`src/rtl/store_align_unit.sv`:
```
// store_align_unit
//
// Store-side narrowing and byte-lane placement between the EX/MEM store
// request and the data-memory write port. Legal stores are narrowed to
// byte/half/word, replicated across the 32-bit write bus with matching byte
// enables, and buffered in a DEPTH-entry FIFO. Misaligned or illegal stores
// are consumed and dropped with an error pulse. Values that do not fit the
// narrowed width raise an informational overflow pulse.
//
// Handshakes (both sides): a transfer happens on a rising clk edge where
// valid && ready. req_ready depends only on internal state, never on
// mem_ready, so a full unit cannot accept on the cycle it pops.
//
// Ports:
//   clk, rst_n          clock, synchronous active-low reset
//   req_valid/ready     store request handshake
//   req_addr            byte address of the store
//   req_data            register value to store
//   req_size            00 byte, 01 half, 10 word, 11 illegal
//   mem_valid/ready     memory write handshake
//   mem_addr            word-aligned write address (bits [1:0] = 0)
//   mem_wdata           lane-replicated write data
//   mem_be              byte enables (0 while mem_valid = 0)
//   align_err           one-cycle pulse: store dropped as misaligned/illegal
//   err_addr            address of the last dropped store
//   trunc_ovf           one-cycle pulse: value not representable in width
//   pending             FIFO occupancy

module store_align_unit #(
    parameter int DEPTH  = 2,
    parameter int ADDR_W = 32
) (
    input  logic                     clk,
    input  logic                     rst_n,
    input  logic                     req_valid,
    output logic                     req_ready,
    input  logic [ADDR_W-1:0]        req_addr,
    input  logic [31:0]              req_data,
    input  logic [1:0]               req_size,
    output logic                     mem_valid,
    input  logic                     mem_ready,
    output logic [ADDR_W-1:0]        mem_addr,
    output logic [31:0]              mem_wdata,
    output logic [3:0]               mem_be,
    output logic                     align_err,
    output logic [ADDR_W-1:0]        err_addr,
    output logic                     trunc_ovf,
    output logic [$clog2(DEPTH):0]   pending
);

    localparam int PTR_W = $clog2(DEPTH);
    localparam int CNT_W = PTR_W + 1;

    // FIFO storage: one narrowed store per entry
    logic [ADDR_W-1:0] ent_addr  [DEPTH];
    logic [31:0]       ent_wdata [DEPTH];
    logic [3:0]        ent_be    [DEPTH];

    logic [PTR_W-1:0]  rd_ptr;
    logic [PTR_W-1:0]  wr_ptr;
    logic [CNT_W-1:0]  count;

    // Registered copy of the head entry; drives the memory port directly so
    // that mem_addr/mem_wdata keep their last value once the FIFO drains.
    logic [ADDR_W-1:0] head_addr;
    logic [31:0]       head_wdata;
    logic [3:0]        head_be;

    logic              accept;
    logic              legal;
    logic              push;
    logic              pop;
    logic [ADDR_W-1:0] n_addr;
    logic [31:0]       n_wdata;
    logic [3:0]        n_be;
    logic              n_ovf;
    logic [PTR_W-1:0]  rd_next;
    logic [CNT_W-1:0]  count_next;

    assign req_ready = (count < CNT_W'(DEPTH));
    assign mem_valid = (count != '0);
    assign pending   = count;
    assign mem_addr  = head_addr;
    assign mem_wdata = head_wdata;
    assign mem_be    = mem_valid ? head_be : 4'b0000;

    assign accept = req_valid && req_ready;
    assign pop    = mem_valid && mem_ready;
    assign push   = accept && legal;

    // Alignment legality and narrowing of the incoming request
    always_comb begin
        legal   = 1'b0;
        n_wdata = req_data;
        n_be    = 4'b0000;
        n_ovf   = 1'b0;
        n_addr  = {req_addr[ADDR_W-1:2], 2'b00};
        case (req_size)
            2'b00: begin
                legal   = 1'b1;
                n_wdata = {4{req_data[7:0]}};
                n_be    = 4'b0001 << req_addr[1:0];
                // representable only if the upper bits are a pure sign extension
                n_ovf   = !((&req_data[31:7]) || !(|req_data[31:7]));
            end
            2'b01: begin
                legal   = !req_addr[0];
                n_wdata = {2{req_data[15:0]}};
                n_be    = 4'b0011 << req_addr[1:0];
                n_ovf   = !((&req_data[31:15]) || !(|req_data[31:15]));
            end
            2'b10: begin
                legal   = (req_addr[1:0] == 2'b00);
                n_wdata = req_data;
                n_be    = 4'b1111;
                n_ovf   = 1'b0;
            end
            default: begin
                legal   = 1'b0;
            end
        endcase
    end

    always_comb begin
        rd_next    = pop ? rd_ptr + PTR_W'(1) : rd_ptr;
        count_next = count;
        case ({push, pop})
            2'b10:   count_next = count + CNT_W'(1);
            2'b01:   count_next = count - CNT_W'(1);
            default: count_next = count;
        endcase
    end

    // Entry storage needs no reset: only entries below count are ever read.
    always_ff @(posedge clk) begin
        if (push) begin
            ent_addr[wr_ptr]  <= n_addr;
            ent_wdata[wr_ptr] <= n_wdata;
            ent_be[wr_ptr]    <= n_be;
        end
    end

    always_ff @(posedge clk) begin
        if (!rst_n) begin
            rd_ptr     <= '0;
            wr_ptr     <= '0;
            count      <= '0;
            head_addr  <= '0;
            head_wdata <= '0;
            head_be    <= '0;
            align_err  <= 1'b0;
            err_addr   <= '0;
            trunc_ovf  <= 1'b0;
        end else begin
            if (push) begin
                wr_ptr <= wr_ptr + PTR_W'(1);
            end
            rd_ptr <= rd_next;
            count  <= count_next;

            // Next head is either an already buffered entry or, when the
            // queue is (or becomes) otherwise empty, the store being pushed.
            if (count_next != '0) begin
                if (push && (rd_next == wr_ptr)) begin
                    head_addr  <= n_addr;
                    head_wdata <= n_wdata;
                    head_be    <= n_be;
                end else begin
                    head_addr  <= ent_addr[rd_next];
                    head_wdata <= ent_wdata[rd_next];
                    head_be    <= ent_be[rd_next];
                end
            end

            align_err <= accept && !legal;
            if (accept && !legal) begin
                err_addr <= req_addr;
            end
            trunc_ovf <= push && n_ovf;
        end
    end

endmodule

```
`config.mk`:
```
export PLATFORM = sky130hd
export DESIGN_NAME = store_align_unit
export DESIGN_NICKNAME = d
export VERILOG_FILES = /design/src/rtl/store_align_unit.sv
export SDC_FILE = /design/constraint.sdc
export NUM_CORES = 1
export LEC_CHECK = 0
export ABC_AREA = 1
export ABC_CLOCK_PERIOD_IN_PS = 11700
export CORE_MARGIN = 3
export CORE_UTILIZATION = 25
export CTS_CLUSTER_SIZE = 8
export DETAILED_ROUTE_END_ITERATION = 16
export PLACE_DENSITY = 0.48
export SYNTH_ARGS = -nofsm -noshare
export SYNTH_HDL_FRONTEND = slang
export SYNTH_SLANG_ARGS = --single-unit
```
`constraint.sdc`:
```
create_clock -name clk -period 11.7 [get_ports clk]
set_input_delay 2.34 -clock clk [delete_from_list [all_inputs] [get_ports clk]]
set_output_delay 2.34 -clock clk [all_outputs]
set_load 0.05 [all_outputs]
```
### Word-level counts from Yosys, hierarchy flattened

Memory sizes are Yosys's and may differ from the RTL's. A register that Yosys moved wholly into a read port is not among the register bits.
Index checks and enable logic that the tools add are counted.

* register bits after elaboration: 70
* bits in writable memories: 132
* logic and storage cells: 57
* output and inout bits: 106
* memories: 3
* input port bits: 70

Memories
* ent_wdata: depth 2, bits a word 32, rd ports 1, clocked after Yosys merged registers in 1, wr ports 1, RTL line 56 `logic [31:0] ent_wdata [DEPTH];`
* ent_addr: depth 2, bits a word 30, rd ports 1, clocked after Yosys merged registers in 1, wr ports 1, RTL line 55 `logic [ADDR_W-1:0] ent_addr [DEPTH];`
* ent_be: depth 2, bits a word 4, rd ports 1, clocked after Yosys merged registers in 1, wr ports 1, RTL line 57 `logic [3:0] ent_be [DEPTH];`

* shift-type cells: 2
* add/sub/neg operators: 4
* equal/unequal tests: 5
* muxes and demuxes: 10
* reduce and logical (&&, ||, !) cells: 25
* order comparisons: 1

Operators with widths (count)
* 32-bit one-hot mux with 2 select lines: 1
* 32-bit two-way mux: 1
* 25-bit AND reduction: 1
* 25-bit OR reduction: 1
* 17-bit AND reduction: 1
* 17-bit OR reduction: 1
* 4-bit one-hot mux with 3 select lines: 1
* 1-bit zero test: 9
* 1-bit logical AND: 6
* 2-bit by 1-bit equality test with 1-bit output, second input constant: 2
* 2-bit equality test, second input constant: 2
* 2-bit zero test: 2
* 4-bit two-way mux: 1
* 2-bit one-hot mux with 2 select lines: 1
* 2-bit nonzero test: 2
* 1-bit by 2-bit << shifter with 4-bit output, first input constant: 1
* 2-bit by 2-bit << shifter with 4-bit output, first input constant: 1
* 1-bit two-way mux: 3
* 1-bit one-hot mux with 3 select lines: 1
* 1-bit adder, second input constant: 2
* 2-bit by 1-bit adder with 2-bit output, second input constant: 1
* 1-bit logical OR: 2
* 2-bit less-than comparator, second input constant: 1
* 1-bit one-hot mux with 2 select lines: 1
* other kinds (2): 2

### Logic depth before layout (Yosys ltp)

Gate-level depths: netlist of run 1.

* depth after elaboration: 6
* depth in mapped cells: 16

### Worst setup path after synthesis of run 1

OpenSTA, ideal clock, no wires.

* path type: input -> register
* from: in req_size[1]
* to: mem ent_addr[1][0] (netlist name), enable pin
* slack: 5546 ps
* stages: 6
* path buffers: 1
* data arrival time: 5663 ps
* cells stage by stage: buf_2 > nor2_4 > inv_2 > nand2_1 > nand2_1 > nor2_1

* longest elaborated chain between the ends: 5
* elaborated cells between the ends (all ways): 7
* those cells by class: eq/ne (2); mux (3); reduce/logical (2)

Ends and longest elaborated chain
* start, declared: RTL line 39 `input logic [1:0] req_size,`
* 2-bit equality test (tied with other cells): RTL line 98 `case (req_size)`
* 1-bit one-hot mux with 3 select lines *: RTL line 98
* 1-bit logical AND *: RTL line 89 `assign push = accept && legal;`
* 1-bit two-way mux *: RTL line 136 `if (push) begin`
* 1-bit two-way mux (not written as such) *: RTL line 137 `ent_addr[wr_ptr] <= n_addr;`
* end, declared: RTL line 55

Mark *: on every way between the ends. The rest lies on a longest branch, timed or not.

### Worst setup path after layout of run 1

* from: in req_size[1]
* to: reg head_wdata[6], in the netlist mem_wdata[6] (read register of ent_wdata)

* longest elaborated chain between the ends: 6
* elaborated cells between the ends (all ways): 9
* those cells by class: eq/ne (4); mux (2); reduce/logical (3)

Ends and longest elaborated chain
* 2-bit equality test (tied with other cells): RTL line 98
* 1-bit one-hot mux with 3 select lines *: RTL line 98
* 1-bit logical AND *: RTL line 89
* 2-bit by 1-bit equality test with 1-bit output / 2-bit equality test (equally long branches): RTL line 127 `case ({push, pop})`
* 2-bit one-hot mux with 2 select lines *: RTL line 127
* 2-bit nonzero test *: RTL line 163 `if (count_next != '0) begin`
* end, declared: RTL line 66 `logic [31:0] head_wdata;`

Marked as above.
A chain may end at the register's enable or synchronous reset.

==> key figures, run 1 <==
Floorplanning
  – Die X-Extent: 208 um
  – Overall die height: 208 um
  – Initial standard-cell utilization of the core: 0.255
  – Number of primary I/O pins: 176
  – Number of core rows: 73
  – Std-Cell Core Area: 0.0399 mm2
  – Die Outline Area: 0.0431 mm2

Synthesis
  – Asr flop ratio synth: 0
  – Cell variety after synth: 33
  – Part of the Yosys area used for sequential elements: 0.594
  – Post-synthesis cell count: 1188
  – Primary flip-flop cell chosen by synthesis mapping: sky130_fd_sc_hd__edfxtp_1
  – Fraction of synthesized area in multiplexers: 0
  – Netlist Area Pre-Place: 0.0102 mm2
  – Largest family of logic cells by synthesized area: simple AND/OR/NAND/NOR gates
  – Number of warnings issued by yosys: 0
  – Number of enable-type register cells in the synthesized netlist: 132
  – Compound-Gate Fraction of Synth Area: 0.0725
  – Post-synthesis share of cell area spent on xor and xnor gates: 0.000861
  – Adder and majority cell fraction of the synthesized area: 0.00123
  – Simple-gate share of the synthesized area: 0.250
  – Number of flip-flops and latches in the synthesized netlist: 236
  – Avg Synthesized Cell Area: 8.56 um2

Global route
  – GR Util All Layers: 0.145
  – Overflow left after global routing: 0
  – Via count of the first global-routing pass: 8111
  – Maximum number of pins on one net before global-route repair: 68
  – Global-route wire length before repair: 49000 um
  – Initial antenna violation count: 4

Cells and area
  – Area taken by flip-flops and latches: 0.00605 mm2
  – Fill cell total of the finished layout: 4144
  – Area of the multi-input gates: 0.00333 mm2
  – Area Overhead vs Synth: 31.1%
  – Highest-count cells in the layout ignoring fill and taps: 329 x sky130_fd_sc_hd__nand2_1, 173 x sky130_fd_sc_hd__clkdlybuf4s50_1, 132 x sky130_fd_sc_hd__edfxtp_1
  – Fin area: 0.0133 mm2
  – Most common cell after layout, fill and taps aside: sky130_fd_sc_hd__nand2_1
  – Share of post-route cells with drive strength above 1: 0.0519
  – Post-layout net count: 1412
  – Cell Count, Final, Fillers Out: 1894

Setup path
  – Crit path kind: input pin to register
  – Kind of end point of the critical path: register
  – CP startpoint kind: input pin
  – CP Max Fanout: 67
  – Required time at the endpoint of the critical path: 12090 ps
  – CP arrival: 6240 ps

Timing
  – Endpoints failing setup: 0
  – Worst slew pin tran: 974 ps
  – Setup skew after layout: 16.7 ps
  – Relative max-transition margin: 0.350
  – RSZ-0062 raised after global routing: no
  – Worst hold slack: 459 ps
  – Final period demand of the worst path: 5850 ps
  – Sum of negative setup slack: 0 ps
  – Maximum frequency from static timing analysis: 171 MHz
  – Final period utilization: 0.500
  – Number of slew-limit violations in the final report: 0
  – Count of final hold-check violations: 0

Routing
  – DRT Pass-1 Iters: 4
  – Count of vias placed by the detailed router: 8263
  – WL/cell: 16.9 um
  – DRC violation count after routing: 0
  – Detail Route Antenna Nets: 0
  – Violation count after the first detailed-route iteration: 416
  – Routed wire length: 32000 um
  – Post-detailed-route via-to-cell ratio: 4.36

Power and ir drop
  – Maximum resistive drop on vdd: 125 uV
  – Total power divided by cell area: 266 mW/mm2
  – Power consumption: 3550 uW
  – Leakage power total: 0.00554 uW

Status
  – Status: complete, no violations

Clock network
  – Number of gates resized after cts: 0
  – Root buffer cell: sky130_fd_sc_hd__clkbuf_16
  – Worst skew pair latency: 510 ps
  – H-Tree Depth: 2
  – Hold Buf Count CTS: 0
  – Setup bufs post-CTS: 0
  – Clock Sink Count: 236
  – Clk slew on worst S/H paths: 50 ps
  – TritonCTS clock tree: yes
  – Max clock buf depth: 3
  – Number of buffers added by the clock tree synthesis step: 35

Placed design
  – Weighted congestion at the end of routability-driven global placement: 0.844
  – Placed cells: 1829
  – Placed Area: 0.0123 mm2
  – Number of buffers inserted by port buffering: 173
  – HPWL Detailed: 20500 um

Worst hold path
  – Worst min-delay path category: register to register

Run
  – Max Cap Violations: 0
==> layout make-up <==
cell class | instances | share of cell area
clock inverters | 3 | 0.00197
repair buffers | 182 | 0.135
clock buffers | 60 | 0.0735
well taps | 525 | 0.0493
flip-flops and latches | 236 | 0.453
multi-input cells | 754 | 0.249
diodes | 2 | 0.000375
inverters | 132 | 0.0372
==> synthesized netlist by cell type (5+ instances only) <==
library cell,instances,share of area
sky130_fd_sc_hd__nand4_1,8,0.0049
sky130_fd_sc_hd__inv_2,7,0.0026
sky130_fd_sc_hd__buf_2,25,0.012
sky130_fd_sc_hd__clkbuf_1,31,0.011
sky130_fd_sc_hd__a21oi_1,53,0.026
sky130_fd_sc_hd__edfxtp_1,132,0.39
sky130_fd_sc_hd__nand3_1,126,0.062
sky130_fd_sc_hd__dfxtp_1,104,0.20
sky130_fd_sc_hd__inv_1,124,0.046
sky130_fd_sc_hd__o21ai_0,75,0.037
sky130_fd_sc_hd__nor2_1,129,0.048
sky130_fd_sc_hd__buf_4,8,0.0059
sky130_fd_sc_hd__o221ai_1,5,0.0043
sky130_fd_sc_hd__nand2_1,329,0.12
==> cell families after synthesis <==
kind of cell | after synthesis
and+or+nand+nor | 611
DFF | 236
buffers and inverters | 199
AOI/OAI and AO/OA | 139
xor gates and xnor gates | 1
adders and majority gates | 1
other | 1
==> routing by layer <==
metal | share of wire | global-route usage | vias to the layer above
met3 | 0.061 | 0.0387 | 62
met4 | 0.026 | 0.0437 | 4
met1 | 0.46 | 0.195 | 3852
li1 | - | - | 4167
met5 | 0.00047 | 0 | -
met2 | 0.45 | 0.229 | 178
==> sequential cells by signal, indices dropped and copies added, names as in the netlist <==
signal	count
wr_ptr	1
pending	2
ent_be	8
ent_wdata	64
align_err	1
head_be	4
rd_ptr	1
trunc_ovf	1
ent_addr	60
mem_addr	30
mem_wdata	32
err_addr	32
==> worst paths after layout <==
path                 from  slack, ps           end  cells after the start
max           req_size[1]       5850  mem_wdata[6]                     13
min          err_addr[19]        460  err_addr[19]                      2
max reg2reg    pending[1]       8320  mem_wdata[6]                     12
min reg2reg  err_addr[19]        460  err_addr[19]                      2
==> worst max-delay path, cell delays in order <==
cell	delay, ps
sky130_fd_sc_hd__clkdlybuf4s50_1	760
sky130_fd_sc_hd__nor2_4	420
sky130_fd_sc_hd__inv_2	150
sky130_fd_sc_hd__nand2_1	90
sky130_fd_sc_hd__nand2_1	170
sky130_fd_sc_hd__ha_1	380
sky130_fd_sc_hd__inv_1	80
sky130_fd_sc_hd__nand4_1	180
sky130_fd_sc_hd__nand3_4	480
sky130_fd_sc_hd__buf_4	690
sky130_fd_sc_hd__o21ai_0	200
sky130_fd_sc_hd__nor2_1	130
sky130_fd_sc_hd__nor2_1	40
==> metrics by stage <==
stage                     setup slack [ps]  utilization
after global routing                  5520        0.334
after global placement                5470        0.309
final                                 5850        0.334
after CTS                             5890        0.334
after detailed placement              5360        0.309
after floorplan                       5550            -
==> power by group <==
group	switching [uW]	internal [uW]
combinational	1080	452
sequential	64.9	1020
clock	365	567
No activity file was read; power rests on OpenSTA's default activity.
==> run 2, diff against run 1 <==
ABC_CLOCK_PERIOD_IN_PS = 5240   (was 11700)
PLACE_DENSITY = 0.49   (was 0.48)
clock period = 5.24 ns   (was 11.7 ns; I/O delays follow)
==> key figures, run 2 (synthesized netlist as in run 1, its figures left out) <==
Clock network
  – Max clock buf depth: 3 (unchanged)
  – Setup bufs post-CTS: 0 (unchanged)
  – Clk slew on worst S/H paths: 50 ps (about the same)
  – Clock Sink Count: 236 (unchanged)
  – Number of buffers added by the clock tree synthesis step: 35 (unchanged)
  – TritonCTS clock tree: yes
  – Root buffer cell: sky130_fd_sc_hd__clkbuf_16
  – H-Tree Depth: 2 (unchanged)
  – Hold Buf Count CTS: 0 (unchanged)
  – Worst skew pair latency: 510 ps (about the same)
  – Number of gates resized after cts: 0 (unchanged)

Floorplanning
  – Die Outline Area: 0.0431 mm2 (unchanged)
  – Number of core rows: 73 (unchanged)
  – Overall die height: 208 um (unchanged)
  – Die X-Extent: 208 um (unchanged)
  – Number of primary I/O pins: 176 (unchanged)
  – Std-Cell Core Area: 0.0399 mm2 (unchanged)
  – Initial standard-cell utilization of the core: 0.255 (unchanged)

Routing
  – Post-detailed-route via-to-cell ratio: 4.36 (about the same)
  – Violation count after the first detailed-route iteration: 551 (+32%)
  – Count of vias placed by the detailed router: 8285 (+0.27%)
  – DRC violation count after routing: 0 (unchanged)
  – Detail Route Antenna Nets: 0 (unchanged)
  – DRT Pass-1 Iters: 5 (+1)
  – WL/cell: 16.8 um (-0.24%)
  – Routed wire length: 32000 um (about the same)

Power and ir drop
  – Part of the total power dissipated in the clock network: 0.264 (about the same)
  – Internal power component: 4630 uW (+130%)
  – Total power divided by cell area: 600 mW/mm2 (+130%)
  – Fraction of power consumed by sequential logic: 0.300 (-0.005)
  – Power consumption: 8050 uW (+130%)
  – NetSw: 3410 uW (+130%)
  – Share of total power in combinational logic: 0.436 (+0.004)
  – Maximum resistive drop on vdd: 338 uV (+170%)
  – Sw Share: 0.424 (-0.00145)
  – Leakage power total: 0.00559 uW (+0.85%)

Setup path
  – Required time at the endpoint of the critical path: 5690 ps (-6400 ps)
  – Kind of end point of the critical path: register
  – FF-to-FF Start: pending[1]
  – CP startpoint kind: input pin
  – CP arrival: 4430 ps (-1810 ps)
  – Crit path kind: input pin to register
  – Launch point of the worst path: req_size[1]
  – Setup slack, reg-to-reg: 2260 ps (-6060 ps)
  – CP Max Fanout: 28 (-58%)

Placed design
  – HPWL Detailed: 20900 um (+2.1%)
  – Number of buffers inserted by port buffering: 173 (unchanged)
  – Weighted congestion at the end of routability-driven global placement: 0.848 (+0.41%)

Global route
  – Maximum number of pins on one net before global-route repair: 52 (-24%)
  – Initial antenna violation count: 3 (-1)
  – Global-route wire length before repair: 49600 um (+1.1%)
  – Overflow left after global routing: 0 (unchanged)
  – Via count of the first global-routing pass: 8179 (+0.84%)
  – GR Util All Layers: 0.146 (+0.000865)

Timing
  – Final period demand of the worst path: 3980 ps
  – Count of final hold-check violations: 0 (unchanged)
  – Worst slew pin tran: 936 ps (-37.3 ps)
  – Setup skew after layout: 12.0 ps (-4.69 ps)
  – RSZ-0062 raised after global routing: no
  – Relative max-transition margin: 0.375 (+0.0249)
  – Final period utilization: 0.760
  – Sum of negative setup slack: 0 ps (unchanged)
  – Endpoints failing setup: 0 (unchanged)
  – Number of slew-limit violations in the final report: 0 (unchanged)
  – Maximum frequency from static timing analysis: 251 MHz

Cells and area
  – Registers with the most flip-flops: ent_wdata (64), ent_addr (60)
  – Area Overhead vs Synth: 31.9%
  – Number of flip-flops under the largest register name: 64 (unchanged)
  – Highest-count cells in the layout ignoring fill and taps: 329 x sky130_fd_sc_hd__nand2_1, 173 x sky130_fd_sc_hd__clkdlybuf4s50_1, 132 x sky130_fd_sc_hd__edfxtp_1
  – Fill cell total of the finished layout: 4123 (-0.51%)
  – Area taken by flip-flops and latches: 0.00605 mm2 (unchanged)
  – Post-layout net count: 1418 (+0.42%)
  – Most common cell after layout, fill and taps aside: sky130_fd_sc_hd__nand2_1
  – Area of the multi-input gates: 0.00333 mm2 (unchanged)
  – Largest Register: ent_wdata
  – Share of post-route cells with drive strength above 1: 0.0554 (+0.00346)

Worst hold path
  – Worst min-delay path category: register to register
  – Start point of the worst hold path: err_addr[2]

Run
  – Max Cap Violations: 0 (unchanged)

Status
  – Status: complete, no violations
[run 2: changes by cell type in the layout (fill, tap and decap cells not counted)]
cell                        change
sky130_fd_sc_hd__buf_12         +1
sky130_fd_sc_hd__buf_4          +5
sky130_fd_sc_hd__clkbuf_16      +2
sky130_fd_sc_hd__inv_6          -3
[run 2: final timing paths]
| check | to | cells after the start |
|---|---|---|
| max reg2reg | head_be[3] | 12 |
| min reg2reg | err_addr[2] | 2 |
| max | head_be[3] | 13 |
| min | err_addr[2] | 2 |
[run 2: layout make-up]
type,count,area share
Sequential cell,236,0.451
Multi-Input combinational cell,754,0.248
Timing Repair Buffer,188,0.138
Clock buffer,62,0.0768
Tap cell,525,0.0490
Inverter,132,0.0369
Antenna cell,2,0.000373
[run 2: power groups by stage]
stage | Combinational, uW | Clock, uW | Sequential, uW
final | 3510 | 2120 | 2410
after CTS | 3570 | 2190 | 2420
after global routing | 3910 | 2270 | 2440
after floorplan | 1780 | 0 | 3120
after detailed placement | 3560 | 0 | 2450
after global placement | 3520 | 0 | 2450
[run 2: per-layer routing]
| layer | vias up | global-route usage | share of wire |
|---|---|---|---|
| met1 | 3828 | 0.194 | 0.46 |
| met3 | 49 | 0.0376 | 0.061 |
| met5 | - | 0 | 0.00041 |
| met4 | 2 | 0.0430 | 0.026 |
| met2 | 223 | 0.234 | 0.45 |
| li1 | 4183 | - | - |
[run 2: critical path, cell delays in order]
cell and delay [ps]:
sky130_fd_sc_hd__clkdlybuf4s50_1 650, sky130_fd_sc_hd__nor2_4 360, sky130_fd_sc_hd__inv_2 160, sky130_fd_sc_hd__nand2_1 100, sky130_fd_sc_hd__nand2_1 170, sky130_fd_sc_hd__ha_1 370
sky130_fd_sc_hd__inv_1 90, sky130_fd_sc_hd__nand4_1 170, sky130_fd_sc_hd__nand3_4 370, sky130_fd_sc_hd__clkinv_1 540, sky130_fd_sc_hd__a21oi_1 270, sky130_fd_sc_hd__nand2_1 70
sky130_fd_sc_hd__inv_1 50
[run 2: stage by stage]
stage	cell area [um2]	instances	setup WS, ps	util	hold WS, ps
6_report	13400	1899	1260	0.336	461
5_1_grt	13400	1898	870	0.336	477
4_1_cts	13400	1897	1270	0.336	463
3_5_place_dp	12400	1835	746	0.310	456
3_3_place_gp	12400	1835	833	0.310	452
2_1_floorplan	10200	1189	378	-	445
